==> src/rtl/sprite_palette_pkg.sv <==
// Shared types and the power-on palette table for the sprite colour lookup.
package sprite_palette_pkg;

    localparam int DEF_ENTRIES = 8;

    // Default table entries are 4 bits per channel; wider builds replicate bits.
    typedef struct packed {
        logic [3:0] r;
        logic [3:0] g;
        logic [3:0] b;
    } rgb_t;

    typedef enum logic [1:0] {
        FLASH_IDLE,
        FLASH_ON,
        FLASH_OFF
    } flash_state_e;

    localparam rgb_t DEFAULT_PALETTE [DEF_ENTRIES] = '{
        12'h0E0, 12'h000, 12'h877, 12'hDAA,
        12'h910, 12'h080, 12'h544, 12'hEEE
    };

    // Entries beyond the default table come up black.
    function automatic rgb_t default_rgb(input int idx);
        if (idx >= 0 && idx < DEF_ENTRIES) begin
            return DEFAULT_PALETTE[idx];
        end
        return '0;
    endfunction

endpackage

==> src/rtl/palette_flash_fsm.sv <==
// Hit-flash sequencer: counts video frames and alternates ON/OFF phases.
module palette_flash_fsm
    import sprite_palette_pkg::*;
#(
    parameter int FLASH_FRAMES = 16,
    parameter int FLASH_PERIOD = 2
) (
    input  logic Clk,
    input  logic Reset_n,
    input  logic frame_tick,
    input  logic flash_start,
    output logic flash_on,
    output logic flash_active
);

    localparam logic [7:0] FRAMES_INIT = 8'(FLASH_FRAMES);
    localparam logic [7:0] PERIOD_V    = 8'(FLASH_PERIOD);

    flash_state_e state;
    logic [7:0]   frames_left;
    logic [7:0]   ph;

    // Flash sequencing; a restart beats a same-cycle tick, expiry beats a phase toggle.
    always_ff @(posedge Clk or negedge Reset_n) begin
        if (!Reset_n) begin
            state        <= FLASH_IDLE;
            frames_left  <= '0;
            ph           <= '0;
            flash_on     <= 1'b0;
            flash_active <= 1'b0;
        end else if (flash_start) begin
            state        <= FLASH_ON;
            frames_left  <= FRAMES_INIT;
            ph           <= '0;
            flash_on     <= 1'b1;
            flash_active <= 1'b1;
        end else if (frame_tick && state != FLASH_IDLE) begin
            if (frames_left == 8'd1) begin
                state        <= FLASH_IDLE;
                frames_left  <= '0;
                ph           <= '0;
                flash_on     <= 1'b0;
                flash_active <= 1'b0;
            end else begin
                frames_left <= frames_left - 8'd1;
                if (ph + 8'd1 == PERIOD_V) begin
                    ph <= '0;
                    if (state == FLASH_ON) begin
                        state    <= FLASH_OFF;
                        flash_on <= 1'b0;
                    end else begin
                        state    <= FLASH_ON;
                        flash_on <= 1'b1;
                    end
                end else begin
                    ph <= ph + 8'd1;
                end
            end
        end
    end

endmodule

==> src/rtl/sprite_palette_engine.sv <==
// Multi-palette sprite colour lookup: writable palettes, transparency key,
// and a frame-timed white hit-flash, in a two-stage registered pipeline.
module sprite_palette_engine
    import sprite_palette_pkg::*;
#(
    parameter int IDX_W        = 3,
    parameter int NUM_PAL      = 4,
    parameter int COLOR_W      = 4,
    parameter int TRANSP_IDX   = 0,
    parameter int FLASH_FRAMES = 16,
    parameter int FLASH_PERIOD = 2,
    localparam int PAL_W       = (NUM_PAL > 1) ? $clog2(NUM_PAL) : 1,
    localparam int RGB_W       = 3 * COLOR_W
) (
    input  logic               Clk,
    input  logic               Reset_n,
    input  logic               wr_en,
    input  logic [PAL_W-1:0]   wr_pal,
    input  logic [IDX_W-1:0]   wr_idx,
    input  logic [RGB_W-1:0]   wr_rgb,
    input  logic               pix_valid_in,
    input  logic [PAL_W-1:0]   pix_pal,
    input  logic [IDX_W-1:0]   pix_idx,
    input  logic               frame_tick,
    input  logic               flash_start,
    output logic               pix_valid_out,
    output logic [COLOR_W-1:0] red,
    output logic [COLOR_W-1:0] green,
    output logic [COLOR_W-1:0] blue,
    output logic               transparent,
    output logic               flash_active
);

    localparam int ENTRIES = 2 ** IDX_W;

    // Widen a 4-bit default channel to COLOR_W by bit replication.
    function automatic logic [COLOR_W-1:0] scale_ch(input logic [3:0] c);
        logic [COLOR_W-1:0] r;
        for (int b = 0; b < COLOR_W; b++) begin
            r[COLOR_W-1-b] = c[3-(b%4)];
        end
        return r;
    endfunction

    function automatic logic [RGB_W-1:0] default_entry(input int idx);
        rgb_t d;
        d = default_rgb(idx);
        return {scale_ch(d.r), scale_ch(d.g), scale_ch(d.b)};
    endfunction

    // Hit flash turns opaque pixels white; keyed pixels stay see-through.
    function automatic logic [RGB_W-1:0] apply_flash(input logic [RGB_W-1:0] rgb,
                                                     input logic on,
                                                     input logic transp);
        return (on && !transp) ? {RGB_W{1'b1}} : rgb;
    endfunction

    logic [RGB_W-1:0] pal_mem [NUM_PAL][ENTRIES];
    logic [PAL_W-1:0] rd_pal;
    logic [RGB_W-1:0] rd_rgb;
    logic             transp_hit;
    logic             flash_on;

    logic             vld_p1;
    logic [RGB_W-1:0] rgb_p1;
    logic             transp_p1;
    logic [RGB_W-1:0] rgb_p2;

    palette_flash_fsm #(
        .FLASH_FRAMES(FLASH_FRAMES),
        .FLASH_PERIOD(FLASH_PERIOD)
    ) u_flash (
        .Clk         (Clk),
        .Reset_n     (Reset_n),
        .frame_tick  (frame_tick),
        .flash_start (flash_start),
        .flash_on    (flash_on),
        .flash_active(flash_active)
    );

    // Palette storage; out-of-range palette writes are dropped.
    always_ff @(posedge Clk or negedge Reset_n) begin
        if (!Reset_n) begin
            for (int p = 0; p < NUM_PAL; p++) begin
                for (int e = 0; e < ENTRIES; e++) begin
                    pal_mem[p][e] <= default_entry(e);
                end
            end
        end else if (wr_en && (32'(wr_pal) < NUM_PAL)) begin
            pal_mem[wr_pal][wr_idx] <= wr_rgb;
        end
    end

    // Out-of-range palette selects fall back to palette 0.
    assign rd_pal     = (32'(pix_pal) < NUM_PAL) ? pix_pal : '0;
    assign rd_rgb     = pal_mem[rd_pal][pix_idx];
    assign transp_hit = (pix_idx == IDX_W'(TRANSP_IDX));

    // ---- Stage 1: palette read, transparency key, valid ----
    always_ff @(posedge Clk or negedge Reset_n) begin
        if (!Reset_n) begin
            vld_p1    <= 1'b0;
            rgb_p1    <= '0;
            transp_p1 <= 1'b0;
        end else begin
            vld_p1 <= pix_valid_in;
            if (pix_valid_in) begin
                rgb_p1    <= transp_hit ? '0 : rd_rgb;
                transp_p1 <= transp_hit;
            end
        end
    end

    // ---- Stage 2: flash override, registered outputs held between valid pixels ----
    always_ff @(posedge Clk or negedge Reset_n) begin
        if (!Reset_n) begin
            pix_valid_out <= 1'b0;
            rgb_p2        <= '0;
            transparent   <= 1'b0;
        end else begin
            pix_valid_out <= vld_p1;
            if (vld_p1) begin
                rgb_p2      <= apply_flash(rgb_p1, flash_on, transp_p1);
                transparent <= transp_p1;
            end
        end
    end

    assign {red, green, blue} = rgb_p2;

endmodule

==> config.mk <==
export PLATFORM = sky130hd
export DESIGN_NAME = sprite_palette_engine
export DESIGN_NICKNAME = d
export VERILOG_FILES = /design/src/rtl/sprite_palette_pkg.sv /design/src/rtl/palette_flash_fsm.sv /design/src/rtl/sprite_palette_engine.sv
export SDC_FILE = /design/constraint.sdc
export NUM_CORES = 1
export LEC_CHECK = 0
export ABC_AREA = 0
export CAP_MARGIN = 20
export CORE_AREA = 2 2 192 194
export CTS_CLUSTER_DIAMETER = 80
export CTS_CLUSTER_SIZE = 12
export DETAILED_ROUTE_END_ITERATION = 6
export DIE_AREA = 0 0 194 196
export PLACE_DENSITY = 0.72
export SETUP_SLACK_MARGIN = 0.1
export SLEW_MARGIN = 20
export SYNTH_ARGS = -nofsm -noshare
export SYNTH_HDL_FRONTEND = slang
export SYNTH_SLANG_ARGS = --single-unit
==> constraint.sdc <==
create_clock -name Clk -period 2.07 [get_ports Clk]
set_clock_uncertainty 0.2 [all_clocks]
set_input_delay 0.3105 -clock Clk [delete_from_list [all_inputs] [get_ports Clk]]
set_output_delay 0.3105 -clock Clk [all_outputs]
set_load 0.05 [all_outputs]
# Word-level counts from Yosys, hierarchy flattened
# Cells that the tools add are included.
[word_totals]
regBits = 432
wordCells = 103
output_inout_bits = 15
[op_classes]
add_sub_neg = 2
reduce_logical = 12
n_eq_ne = 3
muxes = 33
magnitude_cmp = 6
bitwise_logic = 4
[op_table]
columns = ["operator", "n"]
rows = [
  ["$bwmux W384", 1],
  ["$mux W96", 3],
  ["$bmux W96 S2", 1],
  ["$demux W96 S2", 1],
  ["$mux W12", 5],
  ["$mux W8", 7],
  ["$bmux W12 S3", 1],
  ["$demux W12 S3", 1],
  ["$mux W2", 5],
  ["$add A8 B1 Y8 const B", 1],
  ["$eq A8 B1 Y1 const B", 1],
  ["$eq A8 B2 Y1 const B", 1],
  ["$ge A4 B4 Y1 const B", 2],
  ["$mux W1", 8],
  ["$not A3 Y4", 2],
  ["$sub A8 B1 Y8 const B", 1],
  ["$ge A3 B3 Y1 const B", 2],
  ["$not A2 Y3", 2],
  ["$reduce_bool A2 Y1", 3],
  ["$logic_and A1 B1 Y1", 4],
  ["$lt A4 B1 Y1 const B", 1],
  ["$reduce_and A2 Y1", 2],
  ["$logic_not A3 Y1", 1],
  ["$lt A3 B1 Y1 const B", 1],
  ["other kinds (3)", 3],
]

# Longest topological paths before layout
[logic_depth]
depth_word = 8
mapped_depth = 8

# Hierarchy
# From an unflattened synthesis, not the netlist that was laid out.
[unflattened]
hier_cells = 1322
area_unflattened_um2 = 17928.4
[modules_own_cells]
columns = ["module", "area_each_um2", "cells_per_inst", "instances"]
rows = [
  ["sprite_palette_engine", 16822.4, 1207, 1],
  ["palette_flash_fsm", 1106.1, 115, 1],
]

# Least setup slack after synthesis
# Ideal clock, no wire load.
[synth_timing]
path_kind = "register to register"
startpoint = "reg u_flash.ph[0]"
endpoint = "reg u_flash.state[1]"
required_ps = 1748
slack_ps = 20
path_stages_with_launch = 7
synth_period_minus_slack_ps = 2050
setup_ps = 122
arrival_time_ps = 1728
cell_sequence = "dfrtp_1 > ha_1 > nand3_1 > a2111oi_0 > o32a_1 > o221ai_1 > a32o_1"
[synth_between]
elab_chain_cells = 4
[synth_lines]
columns = ["element", "line_no", "source"]
rows = [
  ["start, declared", "palette_flash_fsm.sv:21", "logic [7:0] ph;"],
  ["start signal, assigned", "palette_flash_fsm.sv:56", "ph <= ph + 8'd1;"],
  ["$add A8 B1 Y8", "palette_flash_fsm.sv:46", "if (ph + 8'd1 == PERIOD_V) begin"],
  ["$eq A8 B2 Y1", "palette_flash_fsm.sv:46", ""],
  ["$reduce_bool A3 Y1 (no line)", "--", ""],
  ["$reduce_and A2 Y1 (no line)", "--", ""],
  ["end signal, assigned", "palette_flash_fsm.sv:39", "state <= FLASH_IDLE;"],
  ["end signal, assigned", "palette_flash_fsm.sv:49", "state <= FLASH_OFF;"],
  ["end signal, assigned", "palette_flash_fsm.sv:52", "state <= FLASH_ON;"],
  ["end, declared", "palette_flash_fsm.sv:19", "flash_state_e state;"],
]
# Every way passes these cells.
# A chain may end at the register's enable or synchronous reset.

# Worst setup path after layout
[layout_timing]
startpoint = "reg pal_mem[52] (netlist name)"
endpoint = "reg rgb_p1[4]"
[layout_between]
elab_chain_cells = 7
[layout_lines]
columns = ["element", "line_no", "source"]
rows = [
  ["start, declared", "sprite_palette_engine.sv:58", "logic [RGB_W-1:0] pal_mem [NUM_PAL][ENTRIES];"],
  ["start signal, assigned by index", "sprite_palette_engine.sv:86", "pal_mem[p][e] <= default_entry(e);"],
  ["start signal, assigned by index", "sprite_palette_engine.sv:90", "pal_mem[wr_pal][wr_idx] <= wr_rgb;"],
  ["$bmux W96 S2", "sprite_palette_engine.sv:96", "assign rd_rgb = pal_mem[rd_pal][pix_idx];"],
  ["$mux W96 (implied by the code) (2 in series)", "sprite_palette_engine.sv:96", ""],
  ["$bmux W12 S3", "sprite_palette_engine.sv:96", ""],
  ["$mux W12 (implied by the code) (2 in series)", "sprite_palette_engine.sv:96", ""],
  ["$mux W12", "sprite_palette_engine.sv:108", "rgb_p1 <= transp_hit ? '0 : rd_rgb;"],
  ["end signal, assigned", "sprite_palette_engine.sv:108", ""],
  ["end, declared", "sprite_palette_engine.sv:65", "logic [RGB_W-1:0] rgb_p1;"],
]
# Every way passes these cells. The select of a mux whose other input is x is not followed.

==> flow_metrics.tcl <==
set metrics [dict create \
    status "complete, no violations" \
    syn-mean-instance-area_um2 14.2 \
    synth-async-reset-ratio 1.00 \
    synth_ff_type "dfrtp_1" \
    num-fill-cells 2848 \
    syn-cell-area_um2 17800 \
    vdd_ir_drop_max_v 0.000761 \
    route.detailed.drc 0 \
    clk_latency_ns 0.52 \
    insertedDiodeCount 0 \
    clock_sinks 383 \
    clkPwrFrac 0.298 \
    netlist_instances 1252 \
    core_um2 36100 \
    tns_ns 0 \
    worstSetupStartpointType "flop" \
    cpLargestDelayFamily "multiplexers" \
    total_leakage_power_nw 9.05 \
    synth-seq-cells 383 \
    place_inst 1779 \
    p_int_mw 14.9 \
    yosysTopAreaCell "dfrtp_1" \
    drt_wl_total_mm 41.0 \
    clk_transition_reported_paths_ns 0.06 \
    path_class "flop to flop" \
    ant_nets 0 \
    ios 43 \
    timing.final.max_slew_violations 0 \
    port_buffers 42 \
    setup_viol 0 \
    seq_power_share 0.496 \
    drtIter0Drc 506 \
    cts_max_level 2 \
    cap_viol_max_count 0 \
    layout-drive-gt1-share 0.545 \
    hold_path_class "input port to async pin" \
    post-route-util 0.580 \
    synth.distinct_cells 49 \
    cp_max_fo 2 \
    fmax_mhz 509 \
    seq_area_frac_synth 0.546 \
    p_comb_frac 0.206 \
    wl_per_cell_um 22.2 \
    dp_hpwl_mm 27.1 \
    p_sw_frac 0.266 \
    yosysMostFrequentCell "mux2_2" \
    die_x_um 194 \
    yosysTopAreaCellShare 0.363 \
    grt_use_total 0.221 \
    cts_root_buf "clkbuf_16" \
    gp_congestion 0.836 \
    overflow 0 \
    power.switching_mw 5.42 \
    antenna_found_initial 0 \
    nets 1383 \
    max_slew_margin 0.582 \
    crit_slowest_cell "mux4_2" \
    cts_buffer_depth 3 \
    cts_buffers 37 \
    grt_pass1_vias 11300 \
    synth_edf_count 0 \
    slowest_delay_ns 0.52 \
    min_period_ns 1.96 \
    synth.top_cells.by_count "mux2_2, dfrtp_1, dfstp_2, mux4_2, clkbuf_1" \
    syn_to_final_growth_pct 17.3 \
    rows 70 \
    critPathBufInv 0 \
    grt_start_max_net_pins 69 \
    tritoncts "built" \
    critPathArrivalTime_ns 2.15 \
    dr_total_vias 10700 \
    syn-num-nets 1284 \
    finalHoldViolCount 0 \
    cp-end-kind "flop" \
    worstPathRequired_ns 2.26 \
    cp_cell_sequence "mux4_2, mux2_4, o211ai_1, nand2_1" \
    grt_setup_unrepaired "yes" \
    floorplan.initialDensity 0.494 \
    post-route-period-util 0.949 \
    dieArea_um2 38000 \
    worst_pin_slew_ns 0.627 \
    via_per_inst 5.80 \
    grt_pass1_wl_mm 65.5 \
    ys_top_cells_by_area "dfrtp_1, mux2_2, dfstp_2" \
    firstDrtPassIters 5 \
    ys_warn_count 0 \
    final_cells 1845 \
    power-per-cell-area_nw_per_um2 973 \
    die_h_um 196 \
]
## power groups by stage
stage	combinational, mW	clock (mW)	sequential (mW)
finish	4.18	6.07	10.1
global route	4.51	6.51	10.3
CTS	4.17	6.21	10.1
detailed placement	4.17	0	10.2
global placement	4.05	0	10.1
floorplan	2.61	0	10.2
## path summary, 6_finish.rpt
| check | start | endpoint | slack [ns] | cells past startpoint |
|---|---|---|---|---|
| worst max register to register | pal_mem[52] | rgb_p1[4] | 0.11 | 4 |
| max in group asynchronous | Reset_n | pal_mem[202] | 0.84 | 3 |
| min in group Clk | pix_valid_in | vld_p1 | 0.27 | 1 |
| worst min register to register | rgb_p2[1] | rgb_p2[1] | 0.29 | 1 |
| worst min-delay path | Reset_n | pal_mem[336] | 0.10 | 2 |
| worst max-delay path | pal_mem[52] | rgb_p1[4] | 0.11 | 4 |
## cells by family (layout without fill, tap and decap cells)
logic type | count (synthesis) | in the layout | share of synthesized area
buffers and inverters | 134 | 259 | 0.0328
AND/OR/NAND/NOR | 126 | 126 | 0.0332
adder cells (fa/ha/maj) | 4 | 4 | 0.00281
flip-flops | 383 | 383 | 0.546
AO/OA/AOI/OAI | 126 | 126 | 0.0485
XOR/XNOR | 8 | 8 | 0.00393
multiplexers | 471 | 471 | 0.333
## placed cells by master, fill, tap and decap left out, types with 6 or more instances in the layout
| cell | count |
|---|---|
| a31oi_1 | 12 |
| nand2_1 | 49 |
| buf_12 | 39 |
| nand3_1 | 8 |
| buf_4 | 90 |
| o22a_1 | 12 |
| o22ai_1 | 12 |
| clkdlybuf4s50_1 | 23 |
| nor3_1 | 6 |
| clkbuf_1 | 28 |
| a21oi_1 | 14 |
| nor2_1 | 29 |
| a22oi_1 | 12 |
| mux4_2 | 60 |
| dlygate4sd2_1 | 8 |
| mux2_2 | 371 |
| dfrtp_1 | 258 |
| o21ai_0 | 24 |
| inv_1 | 30 |
| o211ai_1 | 8 |
| a21boi_0 | 13 |
| dfstp_2 | 124 |
| clkbuf_16 | 37 |
| mux2i_1 | 37 |
## through the flow
step / setup WS [ns] / cell area, um2 / hold slack [ns] / power [mW]
finish: 0.106 / 20900 / 0.105 / 20.3
global route: 0.0256 / 20900 / 0.127 / 21.3
CTS: 0.106 / 20800 / 0.105 / 20.5
detailed placement: -0.390 / 19800 / 0.0589 / 14.4
global placement: -0.394 / 19800 / 0.0604 / 14.2
floorplan: 0.111 / 17900 / -0.185 / 12.8
## metal layers
layer	track usage	share of wire	vias up
met4	0.0704	0.029	0
met2	0.361	0.49	192
met3	0.0242	0.030	69
met1	0.312	0.45	5679
li1	-	-	4765
met5	0	0	-
## registers in the layout, indices dropped and copies added, names as in the netlist
register              count
vld_p1                    1
u_flash.state             2
u_flash.flash_active      1
transp_p1                 1
pal_mem                 336
u_flash.frames_left       8
rgb_p1                   12
rgb_p2                   12
u_flash.ph                8
pix_valid_out             1
transparent               1
## repair_timing
action,CTS,global route
resized for setup,14,17
setup buffers,0,1
endpoints found under the setup margin,12,19
hold buffers,1,0
pin swaps,2,8
hold endpoints to repair,263,0
## layout make-up
| class | instances | area (um2) | share of cell area |
|---|---|---|---|
| Clock buffer | 65 | 1030 | 0.0493 |
| Inverter | 30 | 113 | 0.00538 |
| Multi-Input combinational cell | 735 | 7650 | 0.366 |
| Sequential cell | 383 | 9740 | 0.466 |
| Tap cell | 468 | 586 | 0.0280 |
| Timing Repair Buffer | 164 | 1800 | 0.0860 |
No activity file was read; power rests on OpenSTA's default activity.
